File: src/rtl/stall_request_latch.sv
// Stall request latch: turns rising edges on 8 raw hazard lines into sticky,
// maskable pending requests for the stall priority encoder.
// Latency: 1 cycle from req_in edge to pend_out (3 cycles with REQ_SYNC_EN).
// Backpressure: none; requests are held until serviced, and lost ones raise overflow.
// Optional macro REQ_SYNC_EN inserts a two-flop synchronizer on req_in.
module stall_request_latch (
  input  logic       clk,
  input  logic       rst_n,
  input  logic [7:0] req_in,
  input  logic       mask_wr,
  input  logic [7:0] mask_data,
  input  logic       svc_valid,
  input  logic [2:0] svc_idx,
  input  logic       ovf_clr,
  output logic [7:0] pend_out,
  output logic       enc_en,
  output logic [7:0] overflow,
  output logic       svc_err,
  output logic [3:0] pend_count
);

  // Source count is tied to the 3-bit encoder index.
  localparam int NREQ = 8;

  logic [NREQ-1:0] req_s;
  logic [NREQ-1:0] req_prev_q;
  logic [NREQ-1:0] pend_q, pend_d;
  logic [NREQ-1:0] mask_q, mask_d;
  logic [NREQ-1:0] ovf_q, ovf_d;
  logic            svc_err_q, svc_err_d;
  logic [NREQ-1:0] set_vec;
  logic [NREQ-1:0] clr_vec;

`ifdef REQ_SYNC_EN
  logic [NREQ-1:0] sync1_q, sync2_q;

  // Two-flop synchronizer for request lines from a foreign clock domain.
  always_ff @(posedge clk or negedge rst_n) begin
    if (!rst_n) begin
      sync1_q <= '0;
      sync2_q <= '0;
    end else begin
      sync1_q <= req_in;
      sync2_q <= sync1_q;
    end
  end

  assign req_s = sync2_q;
`else
  // Integrator guarantees req_in is already synchronous to clk.
  assign req_s = req_in;
`endif

  // Rising-edge detect and service one-hot decode.
  always_comb begin
    set_vec = req_s & ~req_prev_q;
    clr_vec = '0;
    if (svc_valid) begin
      clr_vec[svc_idx] = 1'b1;
    end
  end

  // Next-state for pending, overflow, mask and the service error pulse.
  always_comb begin
    // A same-cycle set beats the clear, so a fresh request is never dropped.
    pend_d    = (pend_q & ~clr_vec) | set_vec;
    // A new overflow event beats ovf_clr so no loss goes unreported.
    ovf_d     = (ovf_clr ? '0 : ovf_q) | (set_vec & pend_q & ~clr_vec);
    mask_d    = mask_wr ? mask_data : mask_q;
    // Masked-but-pending still counts as pending, so it is not an error.
    svc_err_d = svc_valid & ~pend_q[svc_idx];
  end

  // State registers; reset discards all pending work without flagging errors.
  always_ff @(posedge clk or negedge rst_n) begin
    if (!rst_n) begin
      req_prev_q <= '0;
      pend_q     <= '0;
      mask_q     <= '0;
      ovf_q      <= '0;
      svc_err_q  <= 1'b0;
    end else begin
      req_prev_q <= req_s;
      pend_q     <= pend_d;
      mask_q     <= mask_d;
      ovf_q      <= ovf_d;
      svc_err_q  <= svc_err_d;
    end
  end

  // Encoder-facing outputs, combinational from registers.
  always_comb begin
    pend_out   = pend_q & ~mask_q;
    enc_en     = |pend_out;
    pend_count = '0;
    for (int i = 0; i < NREQ; i++) begin
      pend_count = pend_count + {3'b000, pend_out[i]};
    end
  end

  assign overflow = ovf_q;
  assign svc_err  = svc_err_q;

endmodule

File: config.mk
export PLATFORM = sky130hd
export DESIGN_NAME = stall_request_latch
export DESIGN_NICKNAME = d
export VERILOG_FILES = /design/src/rtl/stall_request_latch.sv
export SDC_FILE = /design/constraint.sdc
export NUM_CORES = 1
export LEC_CHECK = 0
export ABC_CLOCK_PERIOD_IN_PS = 7920
export CAP_MARGIN = 20
export CORE_AREA = 2 2 59 61
export CTS_CLUSTER_SIZE = 12
export DETAILED_ROUTE_END_ITERATION = 8
export DIE_AREA = 0 0 61 63
export GPL_TIMING_DRIVEN = 0
export MAX_ROUTING_LAYER = met4
export PLACE_DENSITY = 0.92
export REMOVE_ABC_BUFFERS = 1
export SYNTH_ARGS = -nofsm -noshare
export SYNTH_HDL_FRONTEND = slang
export SYNTH_SLANG_ARGS = --single-unit
File: constraint.sdc
create_clock -name clk -period 7.92 [get_ports clk]
set_clock_uncertainty 0.05 [all_clocks]
set_input_delay 0.792 -clock clk [delete_from_list [all_inputs] [get_ports clk]]
set_output_delay 0.792 -clock clk [all_outputs]
set_load 0.01 [all_outputs]
==> flow_metrics.tcl, run 1 <==
set metrics [dict create \
    die_area_sq_um 3843 \
    ctsHoldBuffers 0 \
    cp_num_buf_inv 3 \
    dp.cells 221 \
    powerDensity_nw_per_um2 219.7 \
    grt_pass1_wl_mm 5.085 \
    cts_buffers 5 \
    drv_cap 0 \
    worstSkewPairLatency_ns 0.33 \
    root_buffer "clkbuf_4" \
    slowest_stage "fa_1" \
    vias 1099 \
    dp_hpwl_mm 2.510 \
    stdcell_count 228 \
    worstMarginPinSlew_ns 0.8140 \
    rsz0062_at_grt "false" \
    startpoint_type "flop" \
    critical_path_class "reg -> out" \
    fin_ws_ns 3.315 \
    rows 21 \
    required_ns 7.08 \
    crit_chain "nand2b_1, fa_1, fa_1, fa_1, inv_1, ha_1, inv_1, fa_1, xnor2_1, clkdlybuf4s50_1" \
    die_w_um 61 \
    pre_cts_ws_ns 3.642 \
    hold_viol 0 \
    grt_remaining_overflow 0 \
    vdd_ir_drop_max_mv 0.1151 \
    ys_seq_area_frac 0.5473 \
    clockBufferDepth 2 \
    p_leak_nw 0.9288 \
    yosys_warnings 0 \
    layout-area-overhead-vs-synth_pct 37.89 \
    cts_tree "built" \
    final_common_cell "clkdlybuf4s50_1" \
    grt_pass1_vias 1234 \
    period_share 0.5815 \
    hold_slack_ns 0.4567 \
    setup_viol 0 \
    end_kind "output port" \
    wl_mm 2.980 \
    final_cell_mix "45 x clkdlybuf4s50_1, 33 x dfrtp_1, 23 x inv_1" \
    core_sq_um 3232 \
    dr.pass1.iters 4 \
    netlist_area_sq_um 1509 \
    antenna_found_initial 0 \
    cts_resized 0 \
    ioPinCount 46 \
    hp-class "reg -> reg" \
    slew_violations 0 \
    slowest_delay_ns 0.59 \
    io_buffers 45 \
    routedWlPerCell_um 13.07 \
    post-route-min-period_ns 4.605 \
    grtUsageTotal 0.1858 \
    initial_utilization 0.4669 \
    synth_cells 132 \
    cts_setup_buffers 0 \
    drt-initial-drc-count 12 \
    synth_top_area_cell "dfrtp_1" \
    vias_per_cell 4.820 \
    setup_tns_ns 0 \
    crit_fanout 3 \
    cp_common_cell "fa_1" \
    clkSinkCount 33 \
    yosys-top-cells-area "dfrtp_1 55%, nand2b_1 6.6%, mux2_2 6.0%" \
    ys_types 24 \
    drive_gt1_frac 0.08791 \
    syn-mean-instance-area_sq_um 11.43 \
    die_h_um 63 \
    drc_errors 0 \
    arrival_ns 3.76 \
    clk_pin_slew_ns 0.09 \
    relSlewSlack 0.4556 \
    nets 214 \
    fmax_mhz 217.1 \
    ant_nets 0 \
    outcome "complete, no violations" \
    path_delay_family "adder cells" \
    synth-seq-cells 33 \
    cts_htree_levels 2 \
    grt_max_degree 18 \
    yosysTopAreaCellShare 0.5473 \
    gp_congestion 0.8749 \
    insertedDiodeCount 0 \
]
[metrics by stage]
step	power [mW]	utilization	cell area, sq um
after floorplan	0.2782	-	1490
after global placement	0.3601	0.6183	1998
after detailed placement	0.3704	0.6268	2026
after CTS	0.4650	0.6438	2081
after global routing	0.4917	0.6438	2081
final	0.4571	0.6438	2081
[power by group]
| part | switching, mW | leakage (nW) | internal [mW] | total (mW) |
|---|---|---|---|---|
| clock network | 0.0508 | 0.0314 | 0.0418 | 0.0926 |
| logic | 0.0758 | 0.518 | 0.0963 | 0.172 |
| registers | 0.00889 | 0.380 | 0.183 | 0.192 |
[layer usage]
layer  vias to the layer above  share of wire  track usage
li1                        525              -            -
met1                       528           0.41       0.2055
met2                        40           0.51       0.3091
met3                         6          0.058      0.05176
met4                         0          0.015      0.07337
met5                         -              0            -
[sequential cells by signal, indices dropped and copies added, names as in the netlist]
register    flops
req_prev_q      8
overflow        8
svc_err         1
pend_q          8
mask_q          8
[worst paths after layout]
kind / slack, ns / cells after the start / to / startpoint
worst max-delay path: 3.31 / 10 / pend_count[2] / mask_q[1]
worst min-delay path: 0.46 / 1 / mask_q[7] / mask_q[7]
worst max register to register: 6.65 / 3 / svc_err / pend_q[7]
worst min register to register: 0.46 / 1 / mask_q[7] / mask_q[7]
max in group asynchronous: 6.39 / 2 / mask_q[5] / rst_n
min in group asynchronous: 0.87 / 1 / overflow[5] / rst_n
[synthesized netlist by cell type]
| cell type | n |
|---|---|
| a21oi_1 | 1 |
| and2_1 | 1 |
| buf_1 | 1 |
| buf_6 | 1 |
| clkbuf_1 | 1 |
| dfrtp_1 | 33 |
| fa_1 | 4 |
| ha_1 | 4 |
| inv_1 | 23 |
| mux2_2 | 8 |
| mux2i_1 | 4 |
| mux4_2 | 1 |
| nand2_1 | 9 |
| nand2b_1 | 16 |
| nand3_1 | 1 |
| nand3b_1 | 1 |
| nand4_1 | 1 |
| nor2_1 | 1 |
| nor2b_1 | 3 |
| nor3_1 | 1 |
| o21ai_0 | 6 |
| o22ai_1 | 8 |
| o31ai_1 | 2 |
| xnor2_1 | 1 |
[cell type report]
| type | instances | area, sq um |
|---|---|---|
| Inverter | 23 | 86.33 |
| Timing Repair Buffer | 46 | 478.0 |
| Multi-Input combinational cell | 73 | 578.1 |
| Clock buffer | 7 | 55.05 |
| Sequential cell | 33 | 825.8 |
| Fill cell | 287 | 1151 |
| Tap cell | 46 | 57.56 |
[kinds of logic after synthesis]
kind of cell	synth area share
simple gates	0.1235
compound gates	0.06633
xor+xnor	0.005805
fa+ha+maj	0.08624
mux	0.1012
buf+inv	0.06964
flops	0.5473
(Power assumes the default switching activity.)
==> run 2: changes to the inputs <==
Settings changed: ABC_CLOCK_PERIOD_IN_PS 7920 to 4300, CORE_AREA 2 2 59 61 to 2 2 61 63, DIE_AREA 0 0 61 63 to 0 0 63 65, PLACE_DENSITY 0.92 to 0.87.
Clock period 7.92 ns to 4.3 ns, I/O delays scaled along.
==> run 2 against run 1 <==
Against the previous run: via count down 0.18%; sequential share of layout area increased by 0.48 points; die area grew 6.6%; clock-buffer cell count is 1 higher; setup slack got worse by 3.0 ns; first-iteration DRC count up 140%; cell count increased by 1.3%; hold slack got worse by 0.36 ns; largest cell class unchanged.
==> flow_metrics.tcl, run 2 (same netlist as run 1, synthesis figures left out) <==
set metrics [dict create \
    outcome "complete, no violations" \
    drive_gt1_frac 0.09290 \
    vias 1097 \
    clkPwrFrac 0.194 \
    p_sw_frac 0.3092 \
    nets 214 \
    drc_errors 0 \
    ioPinCount 46 \
    clockBufferDepth 2 \
    slew_violations 0 \
    p_int_uw 570.4 \
    antenna_found_initial 0 \
    insertedDiodeCount 0 \
    grt_pass1_vias 1111 \
    rr_worst_depth 4 \
    relSlewSlack 0.5262 \
    io_buffers 45 \
    root_buffer "clkbuf_4" \
    drt-initial-drc-count 29 \
    post-route-min-period_ns 3.981 \
    dp_hpwl_mm 2.408 \
    clk_pin_slew_ns 0.09 \
    hold_viol 0 \
    rsz0062_at_grt "false" \
    finalPower_uw 825.7 \
    cts_tree "built" \
    setup_viol 0 \
    worstSkewPairLatency_ns 0.33 \
    cts_buffers 5 \
    initial_utilization 0.4316 \
    vias_per_cell 4.749 \
    layout-area-overhead-vs-synth_pct 36.24 \
    final_cell_mix "42 x clkdlybuf4s50_1, 33 x dfrtp_1, 23 x inv_1" \
    ant_nets 0 \
    end_kind "output port" \
    clkSinkCount 33 \
    grt_pass1_wl_mm 5.202 \
    grt_remaining_overflow 0 \
    required_ns 3.82 \
    drv_cap 0 \
    startpoint_type "flop" \
    worstMarginPinSlew_ns 0.7107 \
    gp_congestion 0.8065 \
    hp-class "in -> async" \
    seq_power_share 0.428 \
    rows 22 \
    vdd_ir_drop_max_mv 0.2475 \
    wl_mm 3.038 \
    p_leak_nw 0.9273 \
    fmax_mhz 251.2 \
    dp.cells 222 \
    die_h_um 65 \
    stdcell_count 231 \
    utilization 0.5880 \
    core_sq_um 3496 \
    crit_fanout 3 \
    powerDensity_nw_per_um2 401.7 \
    setup_tns_ns 0 \
    power_switching_uw 255.3 \
    die_area_sq_um 4095 \
    cts_htree_levels 2 \
    final_common_cell "clkdlybuf4s50_1" \
    grtUsageTotal 0.1767 \
    routedWlPerCell_um 13.15 \
    grt_max_degree 34 \
    critical_path_class "reg -> out" \
    arrival_ns 3.50 \
    period_share 0.9258 \
    ctsHoldBuffers 0 \
    pwr-share-comb 0.379 \
    dr.pass1.iters 4 \
    die_w_um 63 \
]
==> run 2: changes by cell type in the layout (fill, tap and decap cells not counted) <==
cell / before / now
buf_4: 0 / 1
clkbuf_1: 1 / 3
buf_16: 1 / 0
dlymetal6s2s_1: 0 / 1
nand2b_1: 16 / 15
nand2b_2: 0 / 1
clkbuf_8: 1 / 0
buf_2: 0 / 1
dlygate4sd2_1: 0 / 1
clkdlybuf4s50_1: 45 / 42
==> run 2: cell type report <==
type	count	area [sq um]
Fill cell	321	1440
Sequential cell	33	825.8
Multi-Input combinational cell	73	580.6
Timing Repair Buffer	46	454.2
Inverter	23	86.33
Tap cell	48	60.06
Clock buffer	8	48.80
==> run 2: per-layer routing <==
layer,global-route usage,vias to the layer above,part of all wire
met5,-,-,0
met4,0.07222,0,0.020
met3,0.06597,7,0.074
met2,0.2646,49,0.45
met1,0.2171,510,0.45
li1,-,531,-
==> run 2: worst max-delay path, stage by stage (launching register included) <==
cell	delay (ns)
dfrtp_1	0.38
nand2b_2	0.21
fa_1	0.57
fa_1	0.44
fa_1	0.44
inv_1	0.07
ha_1	0.17
inv_1	0.06
fa_1	0.37
xnor2_1	0.17
dlygate4sd2_1	0.29
==> run 2: power by group through the flow <==
stage	registers [mW]	clock network (mW)	logic, mW
finish	0.353	0.160	0.313
global placement	0.358	0	0.305
CTS	0.354	0.166	0.317
detailed placement	0.360	0	0.321
global route	0.357	0.186	0.347
floorplan	0.360	0	0.153
==> run 2: path summary, 6_finish.rpt <==
path,start,end,slack (ns)
worst max-delay path,mask_q[1],pend_count[2],0.32
worst min-delay path,rst_n,mask_q[4],0.09
worst max register to register,pend_q[0],svc_err,3.00
worst min register to register,mask_q[5],mask_q[5],0.45
max in group asynchronous,rst_n,req_prev_q[0],3.65
min in group clk,mask_q[5],mask_q[5],0.45
==> run 2: timing repair <==
item	CTS	global route
setup buffers	0	1
setup endpoints to repair	1	1
gates resized for setup	1	2
pin swaps	0	0
==> run 2: stage by stage <==
step           hold WS, ns  instance area [sq um]  setup slack, ns
2_1_floorplan      0.08441                   1490           0.9128
3_3_place_gp        0.4304                   2001           0.4543
3_5_place_dp        0.4377                   1996           0.3693
4_1_cts             0.1017                   2043          0.05026
5_1_grt             0.1303                   2056           0.1697
6_report           0.09238                   2056           0.3188
